File: src/rtl/sprite_pkg.sv
// Shared definitions for the sprite transform buffer.
//   - orientation codes (`UP/`RIGHT/`DOWN/`LEFT), also usable by benches and loaders
//   - pixel struct macro, CW-parameterised so each module can build its own width
//   - state_t for the buffer FSM
`ifndef SPRITE_CONSTANTS_SV
`define SPRITE_CONSTANTS_SV
`define UP    2'd0
`define RIGHT 2'd1
`define DOWN  2'd2
`define LEFT  2'd3
`define SPRITE_PIXEL_T(W) struct packed { logic [(W)-1:0] r; logic [(W)-1:0] g; logic [(W)-1:0] b; }
`endif

package sprite_pkg;

    typedef enum logic [1:0] {
        IDLE  = 2'd0,
        WRITE = 2'd1,
        READ  = 2'd2
    } state_t;

    localparam int PIXEL_CW = 8;

    typedef `SPRITE_PIXEL_T(PIXEL_CW) pixel_t;

endpackage

File: src/rtl/sprite_addr_map.sv
// Combinational mapping from output raster position (a = outer, b = inner)
// to the storage address of the source pixel, for a given rotation and
// optional horizontal mirror.
// Ports:
//   i_a, i_b   output position counters
//   i_ori      orientation code (`UP/`RIGHT/`DOWN/`LEFT)
//   i_mir      mirror the output horizontally
//   o_addr     source address = row*DIM + col
module sprite_addr_map #(
    parameter int DIM = 8
) (
    input  logic [$clog2(DIM)-1:0]     i_a,
    input  logic [$clog2(DIM)-1:0]     i_b,
    input  logic [1:0]                 i_ori,
    input  logic                       i_mir,
    output logic [2*$clog2(DIM)-1:0]   o_addr
);
    localparam int AW = $clog2(DIM);
    localparam logic [AW-1:0] N = AW'(DIM - 1);

    logic [AW-1:0] w_bp;
    logic [AW-1:0] w_row;
    logic [AW-1:0] w_col;

    always_comb begin
        w_bp  = i_mir ? (N - i_b) : i_b;
        w_row = i_a;
        w_col = w_bp;
        case (i_ori)
            `UP:    begin w_row = i_a;         w_col = w_bp;      end
            `RIGHT: begin w_row = N - w_bp;    w_col = i_a;       end
            `DOWN:  begin w_row = N - i_a;     w_col = N - w_bp;  end
            default: begin w_row = w_bp;       w_col = N - i_a;   end
        endcase
    end

    // DIM is a power of two, so row*DIM + col is a plain concatenation.
    assign o_addr = {w_row, w_col};

endmodule

File: src/rtl/sprite_xform_buffer.sv
// Single-sprite buffer: loads DIM x DIM RGB pixels in raster order and
// streams them back rotated/mirrored, flagging pixels equal to KEY.
// Ports:
//   clk, rst_n                 clock, synchronous active-low reset
//   start_write, start_read    start pulses, honoured only in IDLE
//   orientation, mirror        read transform, latched on accepted start_read
//   i_valid/i_ready, i_r/g/b   input pixel stream
//   o_valid/o_ready, o_r/g/b   output pixel stream
//   o_transparent, o_last      output pixel equals KEY / final pixel
//   busy, done                 not IDLE / pulse after the final beat
//
// state | meaning
// IDLE  | waiting for start_write (priority) or start_read
// WRITE | accepting input pixels into storage at ptr
// READ  | presenting mapped pixel, advancing on o_ready
module sprite_xform_buffer
    import sprite_pkg::*;
#(
    parameter int               DIM = 8,
    parameter int               CW  = 8,
    parameter logic [3*CW-1:0]  KEY = {3*CW{1'b1}}
) (
    input  logic          clk,
    input  logic          rst_n,
    input  logic          start_write,
    input  logic          start_read,
    input  logic [1:0]    orientation,
    input  logic          mirror,
    input  logic          i_valid,
    output logic          i_ready,
    input  logic [CW-1:0] i_r,
    input  logic [CW-1:0] i_g,
    input  logic [CW-1:0] i_b,
    output logic          o_valid,
    input  logic          o_ready,
    output logic [CW-1:0] o_r,
    output logic [CW-1:0] o_g,
    output logic [CW-1:0] o_b,
    output logic          o_transparent,
    output logic          o_last,
    output logic          busy,
    output logic          done
);
    localparam int AW = $clog2(DIM);
    localparam int PW = 2 * AW;
    localparam logic [PW-1:0] PTR_LAST = PW'(DIM * DIM - 1);
    localparam logic [AW-1:0] B_LAST   = AW'(DIM - 1);

    typedef `SPRITE_PIXEL_T(CW) pix_t;

    pix_t          r_mem [DIM*DIM];

    state_t        r_state;
    state_t        w_state_nxt;
    logic [PW-1:0] r_ptr;
    logic [AW-1:0] r_a;
    logic [AW-1:0] r_b;
    logic [1:0]    r_ori;
    logic          r_mir;
    logic          r_done;

    logic          w_wr_beat;
    logic          w_rd_beat;
    logic          w_ptr_last;
    logic [PW-1:0] w_addr;
    pix_t          w_pix;
    pix_t          w_in_pix;

    assign w_wr_beat  = (r_state == WRITE) && i_valid;
    assign w_rd_beat  = (r_state == READ) && o_ready;
    assign w_ptr_last = (r_ptr == PTR_LAST);
    assign w_in_pix   = '{r: i_r, g: i_g, b: i_b};

    sprite_addr_map #(.DIM(DIM)) u_addr_map (
        .i_a    (r_a),
        .i_b    (r_b),
        .i_ori  (r_ori),
        .i_mir  (r_mir),
        .o_addr (w_addr)
    );

    assign w_pix = r_mem[w_addr];

    // State register plus the datapath registers it sequences.
    always_ff @(posedge clk) begin
        if (!rst_n) begin
            r_state <= IDLE;
            r_ptr   <= '0;
            r_a     <= '0;
            r_b     <= '0;
            r_ori   <= `UP;
            r_mir   <= 1'b0;
            r_done  <= 1'b0;
        end else begin
            r_state <= w_state_nxt;
            r_done  <= (w_wr_beat || w_rd_beat) && w_ptr_last;
            if (r_state == IDLE) begin
                if (start_write) begin
                    r_ptr <= '0;
                end else if (start_read) begin
                    r_ori <= orientation;
                    r_mir <= mirror;
                    r_a   <= '0;
                    r_b   <= '0;
                    r_ptr <= '0;
                end
            end
            // ptr wraps to zero on the final beat, leaving it cleared for the next transfer.
            if (w_wr_beat) begin
                r_ptr <= r_ptr + PW'(1);
            end
            if (w_rd_beat) begin
                r_ptr <= r_ptr + PW'(1);
                r_b   <= r_b + AW'(1);
                if (r_b == B_LAST) begin
                    r_a <= r_a + AW'(1);
                end
            end
        end
    end

    // Storage is never cleared; a beat coinciding with reset is discarded.
    always_ff @(posedge clk) begin
        if (rst_n && w_wr_beat) begin
            r_mem[r_ptr] <= w_in_pix;
        end
    end

    always_comb begin
        w_state_nxt = r_state;
        case (r_state)
            IDLE: begin
                if (start_write) begin
                    w_state_nxt = WRITE;
                end else if (start_read) begin
                    w_state_nxt = READ;
                end
            end
            WRITE: begin
                if (w_wr_beat && w_ptr_last) begin
                    w_state_nxt = IDLE;
                end
            end
            READ: begin
                if (w_rd_beat && w_ptr_last) begin
                    w_state_nxt = IDLE;
                end
            end
            default: w_state_nxt = IDLE;
        endcase
    end

    always_comb begin
        i_ready       = (r_state == WRITE);
        o_valid       = (r_state == READ);
        o_last        = (r_state == READ) && w_ptr_last;
        o_transparent = (r_state == READ) && (w_pix == pix_t'(KEY));
        busy          = (r_state != IDLE);
        done          = r_done;
        o_r           = w_pix.r;
        o_g           = w_pix.g;
        o_b           = w_pix.b;
    end

endmodule

File: config.mk
export PLATFORM = sky130hd
export DESIGN_NAME = sprite_xform_buffer
export DESIGN_NICKNAME = d
export VERILOG_FILES = /design/src/rtl/sprite_pkg.sv /design/src/rtl/sprite_addr_map.sv /design/src/rtl/sprite_xform_buffer.sv
export SDC_FILE = /design/constraint.sdc
export NUM_CORES = 2
export LEC_CHECK = 0
export ABC_AREA = 1
export CORE_ASPECT_RATIO = 0.8
export CORE_UTILIZATION = 38
export DETAILED_ROUTE_END_ITERATION = 6
export DONT_BUFFER_PORTS = 1
export REMOVE_ABC_BUFFERS = 1
export SLEW_MARGIN = 20
export SYNTH_ARGS = -nofsm -noshare
export SYNTH_HDL_FRONTEND = slang
export SYNTH_HIERARCHICAL = 1
export SYNTH_SLANG_ARGS = --single-unit
File: constraint.sdc
create_clock -name clk -period 2.9 [get_ports clk]
set_input_delay 0.58 -clock clk [delete_from_list [all_inputs] [get_ports clk]]
set_output_delay 0.58 -clock clk [all_outputs]
set_load 0.03 [all_outputs]
### Yosys cells after proc, flatten, opt, wreduce, memory -nomap -nowiden

Memory sizes are Yosys's and may differ from the RTL's.
Index checks and enable logic that the tools add are counted.

| storage, ports and cells | value |
|---|---|
| bits in registers | 18 |
| memory bits (writable) | 1536 |
| output and inout bits | 30 |
| logic and storage cells | 70 |
| memories kept | 1 |

Memory list:

| name | words | bits a word | rd ports | clocked after memory_dff | wr ports | line | RTL |
|---|---|---|---|---|---|---|---|
| r_mem | 64 | 24 | 1 | 0 | 1 | sprite_xform_buffer.sv:51 | `pix_t r_mem [DIM*DIM];` |

| cells by class | value |
|---|---|
| $add $sub $neg | 6 |
| equality and inequality tests | 11 |
| muxes and demuxes | 24 |
| bitwise operators | 1 |
| reductions and logical operators | 20 |

Operator list:

| operator | count |
|---|---|
| $mux W3 | 10 |
| $mux W6 | 5 |
| $eq A24 B24 Y1 const B | 1 |
| $pmux W3 S3 | 2 |
| $reduce_and A3 Y1 | 3 |
| $sub A3 B3 Y3 const A | 3 |
| $logic_and A1 B1 Y1 | 8 |
| $mux W2 | 4 |
| $add A3 B1 Y3 const B | 2 |
| $add A6 B1 Y6 const B | 1 |
| $eq A6 B6 Y1 const B | 1 |
| $ne A2 B1 Y1 const B | 3 |
| $pmux W2 S3 | 1 |
| $reduce_bool A2 Y1 | 3 |
| $eq A2 B1 Y1 const B | 2 |
| $eq A2 B2 Y1 const B | 2 |
| $logic_not A2 Y1 | 2 |
| $reduce_bool A4 Y1 | 1 |
| $eq A3 B3 Y1 const B | 1 |
| $ne A3 B3 Y1 const B | 1 |
| $reduce_bool A3 Y1 | 1 |
| $mux W1 | 2 |
| $reduce_and A2 Y1 | 1 |
| $logic_or A1 B1 Y1 | 1 |
| $not A1 Y1 | 1 |

### Longest topological paths before layout

An unclocked memory read counts as a cell.

| logic depth | value |
|---|---|
| word-level depth | 7 |
| depth in mapped cells | 23 |
| gate-level depth less buffers | 20 |

### Cells and area by module

Netlist, hierarchy kept.

Modules (own cells, without submodules):

| module | times used | cells each | area an instance (µm²) |
|---|---|---|---|
| sprite_xform_buffer | 1 | 5332 | 63030.5 |
| sprite_addr_map | 1 | 65 | 285.3 |

### Worst setup path after synthesis

Ideal clock, no wire load.

| path | value |
|---|---|
| kind | flip-flop to output port |
| start | reg r_mir |
| end | out o_transparent |
| arrival | 2.629 ns |
| required time | 2.320 ns |
| setup slack | -0.309 ns |
| stages on the path, launching flop included | 21 |
| path through | dfxtp_1 -> inv_2 -> nand2_1 -> nand3_1 -> nand3_1 -> nand2_1 -> buf_6 -> buf_6 -> buf_6 -> buf_4 -> o21ai_0 -> nand3_1 -> nand2_1 -> nand2_1 -> nand3_1 -> nand3_1 -> nand2_1 -> nand2_1 -> nor2_1 -> nand2_1 -> nor2_1 |

| between the ends | value |
|---|---|
| longest elaborated chain between the ends | 6 |
| elaborated cells on any way between the ends | 7 |
| classes of those cells | add/sub: 1; eq/ne: 1; mux: 3; reduce/logical: 1; memory: 1 |

Ends and longest elaborated chain:

| element | line | RTL |
|---|---|---|
| from (decl) | sprite_xform_buffer.sv:59 | `logic r_mir;` |
| from (signal assigned) | sprite_xform_buffer.sv:102 | `r_mir <= mirror;` |
| $mux W3 * | sprite_addr_map.sv:26 | `w_bp = i_mir ? (N - i_b) : i_b;` |
| $sub A3 B3 Y3 | sprite_addr_map.sv:32 | `` `DOWN: begin w_row = N - i_a; w_col = N - w_bp; end `` |
| $pmux W3 S3 * | sprite_addr_map.sv:29 | `case (i_ori)` |
| net w_addr[0] | sprite_xform_buffer.sv:65 | `logic [PW-1:0] w_addr;` |
| $mem_v2 Z64 W24 * | -- |  |
| net o_r[6] | sprite_xform_buffer.sv:36 | `output logic [CW-1:0] o_r,` |
| $eq A24 B24 Y1 * | sprite_xform_buffer.sv:157 | `o_transparent = (r_state == READ) && (w_pix == pix_t'(KEY));` |
| $logic_and A1 B1 Y1 * | sprite_xform_buffer.sv:157 |  |
| to (decl) | sprite_xform_buffer.sv:39 | `output logic o_transparent,` |

The timed path passes the listed nets; every way through them passes the cells marked *.

### Worst setup path in the final report

| path | value |
|---|---|
| start | reg r_mir |
| end | out o_transparent |

| between the ends | value |
|---|---|
| longest elaborated chain between the ends | 6 |
| elaborated cells on any way between the ends | 7 |
| classes of those cells | add/sub: 1; eq/ne: 1; mux: 3; reduce/logical: 1; memory: 1 |

Ends and longest elaborated chain:

| element | line |
|---|---|
| $mux W3 * | sprite_addr_map.sv:26 |
| $sub A3 B3 Y3 | sprite_addr_map.sv:32 |
| $pmux W3 S3 * | sprite_addr_map.sv:29 |
| net w_addr[0] | sprite_xform_buffer.sv:65 |
| $mem_v2 Z64 W24 * | -- |
| $eq A24 B24 Y1 * | sprite_xform_buffer.sv:157 |
| $logic_and A1 B1 Y1 * | sprite_xform_buffer.sv:157 |

Marked as above.

==> impl_metrics.ini <==
[sta]
slew_headroom = 0.489
max_slew.worst_pin.slew_ps = 765
finalHoldViolCount = 0
worst_slack_ps = -1520
fin_skew_ps = 19.8
setup_viol = 25
rsz0062_at_grt = yes
fmax_mhz = 226
fin_crit_ps = 4420
final.period_utilization = 1.52
slew_viol_final = 0

[logic_synthesis]
syn_area_per_cell_um2 = 11.7
yosysWarningCount = 6
ys_seq_area_frac = 0.734
synth_area_mm2 = 0.0633
synth.distinct_cells = 27
ys_ff_latch = 1554
syn_inst = 5397

[routing]
drt_iter0_drc = 5463
vias = 44600
antenna_left = 0
wl_met3_mm = 20.0
routed_via_density = 5.45
drcViolationCount = 0
routedLengthMet1_mm = 81.9
wl_met2_mm = 91.6
totalWireLength_mm = 200
topRoutingLayerUsed = met4
drt_pass1_iterations = 6
wl_per_cell_um = 24.4

[cells_and_area]
nFillCells = 14100
fin_util = 0.485
drive_gt1_frac = 0.215
fin_area_mm2 = 0.0800
syn_to_final_growth_pct = 26.4
nets = 5875

[die]
die_w_um = 458
start_util = 0.384
chipHeight_um = 367
core_area_mm2 = 0.165
fp-row-count = 133
dieArea_mm2 = 0.168
io_pins = 63

[worst_setup_path]
endpoint = o_transparent
cp.arrival_ps = 3840
crit_path_end_kind = primary output
cp_max_fo = 10
timing.rr.start = r_state[1]
timing.rr.end = r_ori[0]
criticalPathCategory = register to primary output
r2r_cells = 7
rrSetupSlack_ps = 270
start_kind = register
critPathLaunch = r_mir
required_ps = 2320

[placement]
placed_area_mm2 = 0.0701
dpl.hpwl_mm = 109
preCtsSetupSlack_ps = -930
io_buffers = 0
routabilityCongestion = 0.984

[grt]
grt_max_degree = 65
grt_pass1_wl_mm = 286
grtUsageTotal = 0.232
grt_pass1_vias = 41400
antenna_found_initial = 7
grt.overflow.total = 0

[clocking]
htreeDepth = 4
clock_latency_ps = 800
ctsLongestPathBuffers = 3
cts_root_buf = clkbuf_16
cts_tree = built
clk_pin_slew_ps = 60
cts_sinks = 1554
numCtsBuffers = 151

[job]
drv_cap = 0

[power]
ir_drop_mv = 0.747
p_leak_nw = 29.1
p_per_area_mw_per_mm2 = 730

[worst_hold_path]
hold_class = primary input to register
hold_depth = 3

[outcome]
violations = setup timing
status = finished with violations
worst min-delay path by stage:
stage | startpoint | end
floorplan | r_a[0] | r_a[0]
global placement | r_ptr[3] | r_ptr[3]
global route | rst_n | r_b[2]
detailed placement | r_ptr[3] | r_ptr[3]
finish | rst_n | r_b[2]
CTS | rst_n | r_b[2]
registers in the layout (all words and copies together) (netlist names):
register  flops
r_mem      1536
r_mir         1
r_state       2
r_b           3
r_ptr         6
r_a           3
r_ori         2
done          1
placed cells by master (no fill, tap or decap), types with 17 or more instances in the layout:
| cell | synthesis | final |
|---|---|---|
| a21oi_1 | 22 | 17 |
| buf_12 | 0 | 175 |
| nand2_1 | 1976 | 1799 |
| o21ai_0 | 29 | 25 |
| nor2_2 | 0 | 67 |
| nand3_2 | 0 | 166 |
| clkinv_2 | 0 | 21 |
| edfxtp_1 | 1536 | 1536 |
| nand3_1 | 1302 | 1104 |
| buf_6 | 30 | 72 |
| inv_1 | 36 | 33 |
| buf_4 | 40 | 272 |
| nand3_4 | 0 | 32 |
| buf_16 | 0 | 63 |
| nand2_2 | 0 | 153 |
| nor2_1 | 107 | 39 |
| nand2_4 | 0 | 21 |
| clkinv_1 | 2 | 42 |
| clkbuf_1 | 60 | 32 |
| clkbuf_16 | 0 | 162 |
kinds of logic after synthesis:
| family | count (synthesis) | synth area share |
|---|---|---|
| AND/OR/NAND/NOR | 3389 | 0.227 |
| flip-flops | 1554 | 0.734 |
| buffers and inverters | 381 | 0.0323 |
| AO/OA/AOI/OAI | 68 | 0.00587 |
| adder cells (fa/ha/maj) | 4 | 0.000790 |
| XOR/XNOR | 1 | 0.000138 |
metrics by stage:
stage,hold slack [ps],setup TNS [ps],power (mW),cells
after floorplan,470,-868040,30.6,5059
after global placement,526,-9270,36.0,7754
after detailed placement,540,-10020,36.1,7754
after CTS,50.5,-26840,57.7,8151
after global routing,90.8,-30110,60.2,8185
final,97.0,-27560,58.4,8194
layer usage:
metal | global-route usage | vias to the layer above
met4 | 0.0800 | 0
met2 | 0.356 | 2343
met3 | 0.0387 | 320
met1 | 0.331 | 22000
met5 | 0 | -
li1 | - | 19900
Yosys cell counts:
master | number | area share
buf_6 | 30 | 0.0053
buf_2 | 182 | 0.014
clkinv_1 | 2 | 0.00012
a22oi_1 | 2 | 0.00024
a21oi_1 | 22 | 0.0017
xor2_1 | 1 | 0.00014
ha_1 | 4 | 0.00079
clkbuf_4 | 1 | 0.00012
inv_6 | 1 | 0.00014
clkbuf_1 | 60 | 0.0036
or2_2 | 1 | 0.000099
inv_2 | 4 | 0.00024
edfxtp_1 | 1536 | 0.73
nand4_1 | 2 | 0.00020
buf_1 | 25 | 0.0015
o21ai_1 | 2 | 0.00016
o211ai_1 | 6 | 0.00071
o21ai_0 | 29 | 0.0023
a221oi_1 | 1 | 0.00014
buf_4 | 40 | 0.0047
o22ai_1 | 6 | 0.00059
nor3_1 | 1 | 0.000079
nor2_1 | 107 | 0.0063
nand3_1 | 1302 | 0.10
nand2_1 | 1976 | 0.12
inv_1 | 36 | 0.0021
dfxtp_1 | 18 | 0.0057
final cells by class:
type                       instances  area (µm²)  share of cell area
multi-input combinational       3462       16800               0.210
timing repair inverter             2        32.5            0.000406
clock buffer                     185        3950              0.0493
timing repair buffer             624        9040               0.113
inverter                          43         233             0.00291
clock inverter                    86         646             0.00807
sequential                      1554       46500               0.581
tap                             2227        2790              0.0348
antenna                           11        27.5            0.000344
worst max-delay path, cell delays in order (launching register included):
cell	delay, ps
dfxtp_4	380
inv_6	90
nand2_4	60
nand3_4	80
nand3_4	100
nand2_8	100
buf_12	150
bufbuf_16	300
clkbuf_16	160
nand2_1	50
nand3_1	80
nand3_1	80
nand2_1	220
nand2_1	120
nand3_2	160
nand3_1	90
nand2_1	130
nand2_1	80
nor2_1	150
nand3_2	120
nor2_4	180
buf_6	150
where the power goes:
group | switching [mW] | internal [mW]
Clock | 8.48 | 10.3
Sequential | 0.0164 | 24.7
Combinational | 8.96 | 5.94
what timing repair did:
item,4_1_cts,5_1_grt
cloned,39,9
endpoints found under the setup margin,25,25
pin swaps,109,88
hold buffers,30,0
buffers inserted,69,37
hold endpoints to repair,1547,0
resized for setup,414,206
No activity file was read; power rests on OpenSTA's default activity.
